$ cat src/rtl/data_mem_arbiter.sv
// data_mem_arbiter
//   Shares one single-port data SRAM bank between NUM_REQ requesters
//   (MVP core, matrix-inversion unit, input loader, output write-back reader).
//   The grant is round-robin. A requester can lock the bank for a burst.
//   hold stops new grants without disturbing reads already in flight.
//   Read data comes back MEM_LATENCY cycles after the transfer and is tagged
//   with the requester that issued it.
//
// Ports
//   clk, rst            clock; asynchronous active-high reset
//   hold                1: no new grants
//   req_vld/req_rdy     per-requester handshake; req_rdy is one-hot
//   req_wen, req_lock   per-requester write flag and burst lock
//   req_addr, req_wdata packed per-requester fields, requester i at [i*W +: W]
//   rsp_vld, rsp_rdata  one-cycle response pulse and broadcast read data
//   mem_*               SRAM interface (csb/web active-low)
//   grant_id            index of the current/last granted requester
module data_mem_arbiter #(
  parameter int NUM_REQ     = 4,
  parameter int ADDR_WIDTH  = 12,
  parameter int DATA_WIDTH  = 32,
  parameter int MEM_LATENCY = 1,
  localparam int IDW = (NUM_REQ > 1) ? $clog2(NUM_REQ) : 1
) (
  input  logic                           clk,
  input  logic                           rst,
  input  logic                           hold,
  input  logic [NUM_REQ-1:0]             req_vld,
  output logic [NUM_REQ-1:0]             req_rdy,
  input  logic [NUM_REQ-1:0]             req_wen,
  input  logic [NUM_REQ-1:0]             req_lock,
  input  logic [NUM_REQ*ADDR_WIDTH-1:0]  req_addr,
  input  logic [NUM_REQ*DATA_WIDTH-1:0]  req_wdata,
  output logic [NUM_REQ-1:0]             rsp_vld,
  output logic [DATA_WIDTH-1:0]          rsp_rdata,
  output logic                           mem_csb,
  output logic                           mem_web,
  output logic [ADDR_WIDTH-1:0]          mem_addr,
  output logic [DATA_WIDTH-1:0]          mem_wdata,
  input  logic [DATA_WIDTH-1:0]          mem_rdata,
  output logic [IDW-1:0]                 grant_id
);

  typedef enum logic {ARB, LOCKED} state_t;

  state_t                  state;
  logic [IDW-1:0]          rr_ptr;
  logic [IDW-1:0]          owner;
  logic [ADDR_WIDTH-1:0]   addr_q;
  logic [DATA_WIDTH-1:0]   wdata_q;

  logic [IDW-1:0]          pick;
  logic                    pick_found;
  logic [IDW-1:0]          scan;
  logic [IDW-1:0]          gidx;
  logic                    xfer;
  logic [ADDR_WIDTH-1:0]   g_addr;
  logic [DATA_WIDTH-1:0]   g_wdata;

  logic                    vld_p [MEM_LATENCY];
  logic [IDW-1:0]          id_p  [MEM_LATENCY];

  function automatic logic [IDW-1:0] wrap_inc(input logic [IDW-1:0] v);
    return (int'(v) == NUM_REQ - 1) ? '0 : v + IDW'(1);
  endfunction

  function automatic logic [NUM_REQ-1:0] onehot(input logic [IDW-1:0] i);
    return NUM_REQ'(1) << i;
  endfunction

  // Round-robin search starting at rr_ptr.
  always_comb begin
    pick       = '0;
    pick_found = 1'b0;
    scan       = rr_ptr;
    for (int k = 0; k < NUM_REQ; k++) begin
      if (!pick_found && req_vld[scan]) begin
        pick_found = 1'b1;
        pick       = scan;
      end
      scan = wrap_inc(scan);
    end
  end

  // While locked, only the owner can be served. The rst gate forces the
  // grant low as soon as reset is asserted.
  always_comb begin
    gidx    = (state == LOCKED) ? owner : pick;
    xfer    = ~rst & ~hold & ((state == LOCKED) ? req_vld[owner] : pick_found);
    req_rdy = xfer ? onehot(gidx) : '0;
    g_addr  = req_addr[gidx*ADDR_WIDTH +: ADDR_WIDTH];
    g_wdata = req_wdata[gidx*DATA_WIDTH +: DATA_WIDTH];
  end

  // The SRAM bus shows the granted request in the same cycle. When idle,
  // address and data keep the last driven values.
  always_comb begin
    mem_csb   = ~xfer;
    mem_web   = xfer ? ~req_wen[gidx] : 1'b1;
    mem_addr  = xfer ? g_addr  : addr_q;
    mem_wdata = xfer ? g_wdata : wdata_q;
  end

  always_ff @(posedge clk or posedge rst) begin
    if (rst) begin
      state    <= ARB;
      rr_ptr   <= '0;
      owner    <= '0;
      grant_id <= '0;
      addr_q   <= '0;
      wdata_q  <= '0;
    end else begin
      if (xfer) begin
        grant_id <= gidx;
        addr_q   <= g_addr;
        wdata_q  <= g_wdata;
      end
      case (state)
        ARB: begin
          if (xfer) begin
            if (req_lock[gidx]) begin
              // rr_ptr is left alone during a burst. It advances past the
              // owner when the lock is released.
              state <= LOCKED;
              owner <= gidx;
            end else begin
              rr_ptr <= wrap_inc(gidx);
            end
          end
        end
        LOCKED: begin
          // If the owner drops valid, the lock ends. hold alone keeps it.
          if (!req_vld[owner] || (xfer && !req_lock[owner])) begin
            state  <= ARB;
            rr_ptr <= wrap_inc(owner);
          end
        end
        default: state <= ARB;
      endcase
    end
  end

  // ---- response pipe stage 0: capture accepted reads ----
  always_ff @(posedge clk or posedge rst) begin
    if (rst) vld_p[0] <= 1'b0;
    else     vld_p[0] <= xfer & ~req_wen[gidx];
  end

  always_ff @(posedge clk) begin
    id_p[0] <= gidx;
  end

  // ---- response pipe stages 1..MEM_LATENCY-1 ----
  for (genvar s = 1; s < MEM_LATENCY; s++) begin : g_pipe
    always_ff @(posedge clk or posedge rst) begin
      if (rst) vld_p[s] <= 1'b0;
      else     vld_p[s] <= vld_p[s-1];
    end

    always_ff @(posedge clk) begin
      id_p[s] <= id_p[s-1];
    end
  end

  // ---- response output: last stage lines up with SRAM read data ----
  always_comb begin
    rsp_vld   = vld_p[MEM_LATENCY-1] ? onehot(id_p[MEM_LATENCY-1]) : '0;
    rsp_rdata = mem_rdata;
  end

endmodule
$ cat config.mk
export PLATFORM = sky130hd
export DESIGN_NAME = data_mem_arbiter
export DESIGN_NICKNAME = d
export VERILOG_FILES = /design/src/rtl/data_mem_arbiter.sv
export SDC_FILE = /design/constraint.sdc
export NUM_CORES = 1
export LEC_CHECK = 0
export ABC_CLOCK_PERIOD_IN_PS = 2800
export BUFFER_PORTS_ARGS = -buffer_cell sky130_fd_sc_hd__buf_2
export CORE_AREA = 2 2 122 124
export CTS_BUF_LIST = sky130_fd_sc_hd__clkbuf_8 sky130_fd_sc_hd__clkbuf_16
export CTS_CLUSTER_SIZE = 40
export DETAILED_ROUTE_END_ITERATION = 10
export DIE_AREA = 0 0 124 126
export GPL_ROUTABILITY_DRIVEN = 1
export SKIP_LAST_GASP = 1
export SYNTH_ARGS = -nofsm -noshare
export SYNTH_HDL_FRONTEND = slang
export SYNTH_SLANG_ARGS = --single-unit
$ cat constraint.sdc
create_clock -name clk -period 2.8 [get_ports clk]
set_input_delay 0.14 -clock clk [delete_from_list [all_inputs] [get_ports clk]]
set_output_delay 0.14 -clock clk [all_outputs]
set_load 0.01 [all_outputs]
-- Word-level counts from Yosys, hierarchy flattened
Memories as Yosys holds them, arrays and structs flattened.
Index checks and enable logic that the tools add are counted.
- $add $sub $neg: 5
- $mul: 1
- reductions and logical operators: 12
- mux-type cells: 44
- eq/ne operators: 8
- magnitude comparators: 6
- shift operators: 4
- bitwise operators: 8
- operators with widths (operator ; count):
    $shiftx A128 B8 Y32 ; 1
    $shiftx A48 B7 Y12 ; 1
    $mux W32 ; 1
    $mux W2 ; 13
    $lt A2 B3 Y1 const B ; 6
    $mux W1 ; 17
    $bmux W1 S2 ; 8
    $mux W12 ; 1
    $add A2 B1 Y2 const B ; 5
    $eq A2 B1 Y1 const B ; 5
    $mux W4 ; 2
    $shl A1 B2 Y4 const A ; 2
    $reduce_and A3 Y1 ; 2
    $logic_not A1 Y1 ; 5
    $not A1 Y1 ; 5
    $logic_and A1 B1 Y1 ; 4
    $mul A2 B2 Y4 const B ; 1
    $ne A2 B2 Y1 const B ; 2
    $pmux W2 S2 ; 1
    $and A1 B1 Y1 ; 3
    $ne A2 B1 Y1 const B ; 1
    $pmux W1 S2 ; 1
    $logic_or A1 B1 Y1 ; 1
- output and inout port bits: 88
- memory bits (writable): 2
- flip-flop bits (word level): 52
- memories kept: 1
- logic and storage cells: 96
- input bits: 223
- memories (memory ; words ; bits a word ; rd ports ; clocked after memory_dff ; write ports ; RTL line ; text):
    id_p ; 1 ; 2 ; 1 ; 0 ; 1 ; 61 ; logic [IDW-1:0] id_p [MEM_LATENCY];

-- Logic depth before layout (Yosys ltp)
- depth in word-level cells: 18
- mapped depth: 11
- depth with buffers taken out: 9

-- Least setup slack after synthesis
OpenSTA, ideal clock, no wires.
- path kind: register to register
- start: register rr_ptr[0]
- end: register owner[0]
- setup time: 125 ps
- path slack: -165 ps
- data required time: 2675 ps
- arrival time: 2840 ps
- path buffers: 1
- clock period less this slack: 2965 ps
- cell stages (with the launch flop): 10
- cell sequence: dfrtp_1 -> ha_1 -> buf_2 -> mux2i_1 -> o22ai_2 -> a2111oi_4 -> o21a_4 -> mux2_2 -> o2111ai_2 -> mux2_2
- word-level cells in the longest chain between the ends: 16
- ends and longest elaborated chain (element ; RTL line ; text):
    from (decl) ; 47 ; logic [IDW-1:0] rr_ptr;
    from (signal assigned) ; 127 ; rr_ptr <= wrap_inc(gidx);
    from (signal assigned) ; 135 ; rr_ptr <= wrap_inc(owner);
    parallel branches: the longest is 11 deep, another holds $add A2 B1 Y2 ; n/a ;
    $mux W2 (*) ; 77 ; if (!pick_found && req_vld[scan]) begin
    $mux W2 (*) ; 88 ; gidx = (state == LOCKED) ? owner : pick;
    via gidx[0] ; 55 ; logic [IDW-1:0] gidx;
    $bmux W1 S2 ; 121 ; if (req_lock[gidx]) begin
    $mux W1 (not written as such) ; 121 ;
    $reduce_and A3 Y1 (no source line) ; n/a ;
    to (signal assigned) ; 125 ; owner <= gidx;
    to (decl) ; 48 ; logic [IDW-1:0] owner;
Mark *: on every way through the listed nets, which the timed path passes. The select of a mux whose other input is x is not followed.
A chain may end at the register's enable or synchronous reset.

-- Final worst setup path
- start: register rr_ptr[0]
- end: output mem_wdata[20]
- word-level cells in the longest chain between the ends: 15
- ends and longest elaborated chain (element ; RTL line ; text):
    parallel branches: the longest is 14 deep, another holds $add A2 B1 Y2 ; n/a ;
    $mux W32 (*) ; 101 ; mem_wdata = xfer ? g_wdata : wdata_q;
    to (decl) ; 39 ; output logic [DATA_WIDTH-1:0] mem_wdata,
Mark *: on every way between the ends. The select of a mux whose other input is x is not followed.

==> results by group <==
Flow run
  – Max-Cap Viols: 0

Setup path
  – Critical path depth: 12
  – Required time of the critical path: 2660 ps
  – Crit path DAT: 3040 ps
  – Worst setup EP type: primary output
  – CP bufs+invs: 5
  – Reg2reg end: wdata_q[20]
  – End of the critical path: mem_wdata[20]
  – Delay-heaviest family, CP: compound AO/OA/AOI/OAI gates
  – Flop-to-flop setup slack: -150 ps
  – CP Class: register to primary output
  – Startpoint types: register
  – Critical path peak fanout: 10
  – Worst r2r src: rr_ptr[0]
  – Slowest CP cell: dfrtp_2
  – Critical Path Max Stage Delay: 430 ps
  – Reg2Reg Depth: 13
  – Worst Setup SP: rr_ptr[0]
  – Worst-path cell chain: buf_4, buf_4, o21a_1, o211ai_1, a22oi_2, o31ai_4, buf_6, bufbuf_16, mux4_2, nand2_1, nand2_1, buf_2

Die
  – Chip height: 126 µm
  – Initial Util: 27.89%
  – Die ar.: approximately 16000 µm²
  – Core ar.: 14310 µm²
  – Die X-Extent: 124 µm
  – Std cell rows: 44
  – I/O pin cnt: 311

Timing
  – Measured slew at the worst slew-check pin: between 700 and 800 ps
  – Hold Fails Final Rpt: 0
  – Setup TNS Final: -17120 ps
  – Final setup vio count: 60
  – Max_slew headroom: 47.46%
  – RSZ-0062 raised after global routing: true
  – Slew Viols, Final: 0
  – Skew final: 5.960 ps
  – FMAX: 314.0 MHz
  – Final worst-path setup slack: -384.5 ps
  – Tmin final: approximately 3200 ps
  – Final period utilization: 113.7%

Routing
  – Iteration-0 DRC Markers: 164
  – DR vias/cell: around 4.8
  – Vias: 4028
  – TritonRoute pass-1 iters: 4
  – Post-route ant nets: 0
  – DR WL/cell: 16.49 µm
  – Drt drc: 0
  – DRT Wirelength: about 14000 µm

Layout
  – N_diodes: 0
  – Layout cells sized above 1: 61.88%
  – Sequential cell area: approximately 1300 µm²
  – Total Nets Final: 876
  – Area growth, synth to finish: 52.43%
  – # fillers: 1430
  – Design area: 6086 µm²
  – Most common cell after layout, fill and taps aside: buf_2
  – Commonest non-fill, non-tap cells in the layout: 243 x buf_2, 133 x nand2_1, 51 x buf_4, 50 x dfrtp_1, 46 x mux4_2
  – Area of the multi-input gates: 2361 µm²

Synthesis
  – Syn avg cell area: 10.40 µm²
  – Synth cell types: 48
  – EDFF count, synth: 0
  – Cell count after synthesis: 384
  – Register bit total from synthesis: 54
  – Post-synthesis cell area: 3993 µm²
  – Async S/R FF share, synth: 96.30%
  – Seq/Total Area, Yosys: 33.59%
  – Most used DFF post-synth: dfrtp_1
  – Yosys Warn Count: 0
  – Syn Nets: 613

Status
  – Violated checks: setup timing
  – Status: complete, but fails checks

CTS
  – Post-CTS Hold Buffers: 0
  – CTS tree: done
  – H-tree level count: 2
  – CTS clk-pin slew, worst paths: 70 ps
  – Root buffer cell: clkbuf_16
  – Deepest clock path buffer count: 2
  – TritonCTS buffer count: 5
  – Sink Count: 54
  – Clock Latency Late Sink: 300 ps

Placement
  – Post-detail-place hpwl: 10230 µm
  – Routability cong.: 0.8945
  – I/O Buffers: 246
  – Dpl cell area: 5428 µm²

GRT
  – Total GRT Usage: roughly 17%
  – Largest net degree at the start of global routing: 36
  – First-pass GRT wire length: 20270 µm
  – Total gr overflow: 0
  – Vias in the first global route: 4219
  – Initial antenna violation count: 0

Worst hold path
  – Worst Hold Class: input pin to async pin

Pwr
  – Power Dens Cells: approximately 1300 nW/µm²
  – Peak VDD IR: 0.6297 mV
  – Leak: 3.162 nW
-- stage by stage --
stage | utilization, % | cells | total power, W | hold WS, ps | setup slack [ps]
floorplan | - | 384 | 0.004713 | 371.8 | -20.69
global placement | 37.92 | 794 | 0.006115 | 280.1 | -50.41
detailed placement | 37.92 | 794 | 0.006212 | 280.1 | -96.76
CTS | 42.02 | 830 | 0.007930 | 26.84 | -366.4
global route | 42.52 | 832 | 0.008655 | 69.81 | -508.8
finish | 42.52 | 832 | 0.008051 | 5.409 | -384.5
-- kinds of logic after synthesis --
logic type	Yosys count	synth area share, %
and+or+nand+nor	167	17.49
muxes	58	29.08
DFF	54	33.59
adders and majority gates	6	1.880
AOI/OAI and AO/OA	34	7.521
buffers and inverters	65	10.44
-- metal layers --
metal | wire [µm] | GRT usage [%] | vias to the layer above
li1 | - | - | 1853
met1 | 5294 | 18.92 | 1946
met2 | 7176 | 31.48 | 205
met3 | 995 | 2.899 | 24
met4 | 252 | 5.684 | 0
met5 | 0 | 0 | -
-- sequential cells by signal, indices dropped and copies added, names as in the netlist --
| signal | cells |
|---|---|
| owner | 2 |
| rr_ptr | 2 |
| wdata_q | 32 |
| addr_q | 12 |
| grant_id | 2 |
| id_p | 2 |
| state | 1 |
| vld_p | 1 |
-- report_power, final --
part / internal [W] / switching [W] / total [W]
clock: 0.000420 / 0.000301 / 0.000721
sequential: 0.00115 / 0.000151 / 0.00131
combinational: 0.00335 / 0.00267 / 0.00602
-- final cells by class --
class	instances	area share (%)
multi-input cells	265	38.80
repair buffers	312	31.83
flip-flops and latches	54	22.08
well taps	184	3.783
clock buffers	5	2.056
inverters	9	0.8018
clock inverters	3	0.6579
-- how the worst min path moves through the flow --
stage	from	endpoint	slack, ps	cells after the start
after floorplan	mem_rdata[0]	rsp_rdata[0]	370	1
after global placement	mem_rdata[11]	rsp_rdata[11]	280	0
after detailed placement	mem_rdata[11]	rsp_rdata[11]	280	0
after CTS	rst	owner[0]	30	2
after global routing	rst	addr_q[5]	70	2
final	rst	owner[0]	5	2
-- cells in the mapped netlist (2+ instances only) --
| cell type | count | share of area [%] |
|---|---|---|
| nand2_1 | 137 | 13 |
| dfrtp_1 | 52 | 33 |
| mux4_2 | 46 | 26 |
| buf_4 | 32 | 6.0 |
| clkbuf_1 | 11 | 1.0 |
| buf_2 | 8 | 1.0 |
| mux2i_1 | 8 | 2.0 |
| nor2_1 | 8 | 0.75 |
| inv_1 | 7 | 0.66 |
| ha_1 | 6 | 1.9 |
| and2_1 | 5 | 0.78 |
| buf_6 | 5 | 1.4 |
| o21ai_1 | 5 | 0.63 |
| mux2_2 | 4 | 1.1 |
| o211ai_1 | 4 | 0.75 |
| o21ai_0 | 4 | 0.50 |
| nand2b_1 | 3 | 0.47 |
| o21a_1 | 3 | 0.56 |
| a21oi_1 | 2 | 0.25 |
| and3_1 | 2 | 0.31 |
| dfxtp_1 | 2 | 1.0 |
| nor3b_1 | 2 | 0.38 |
| o2111ai_1 | 2 | 0.44 |
| or2_2 | 2 | 0.31 |
-- timing repair --
action	4_1_cts	5_1_grt
setup buffers	24	1
endpoints found under the setup margin	59	76
cloned	4	1
pin swaps	21	6
gates resized for setup	31	11
(Power assumes the default switching activity.)
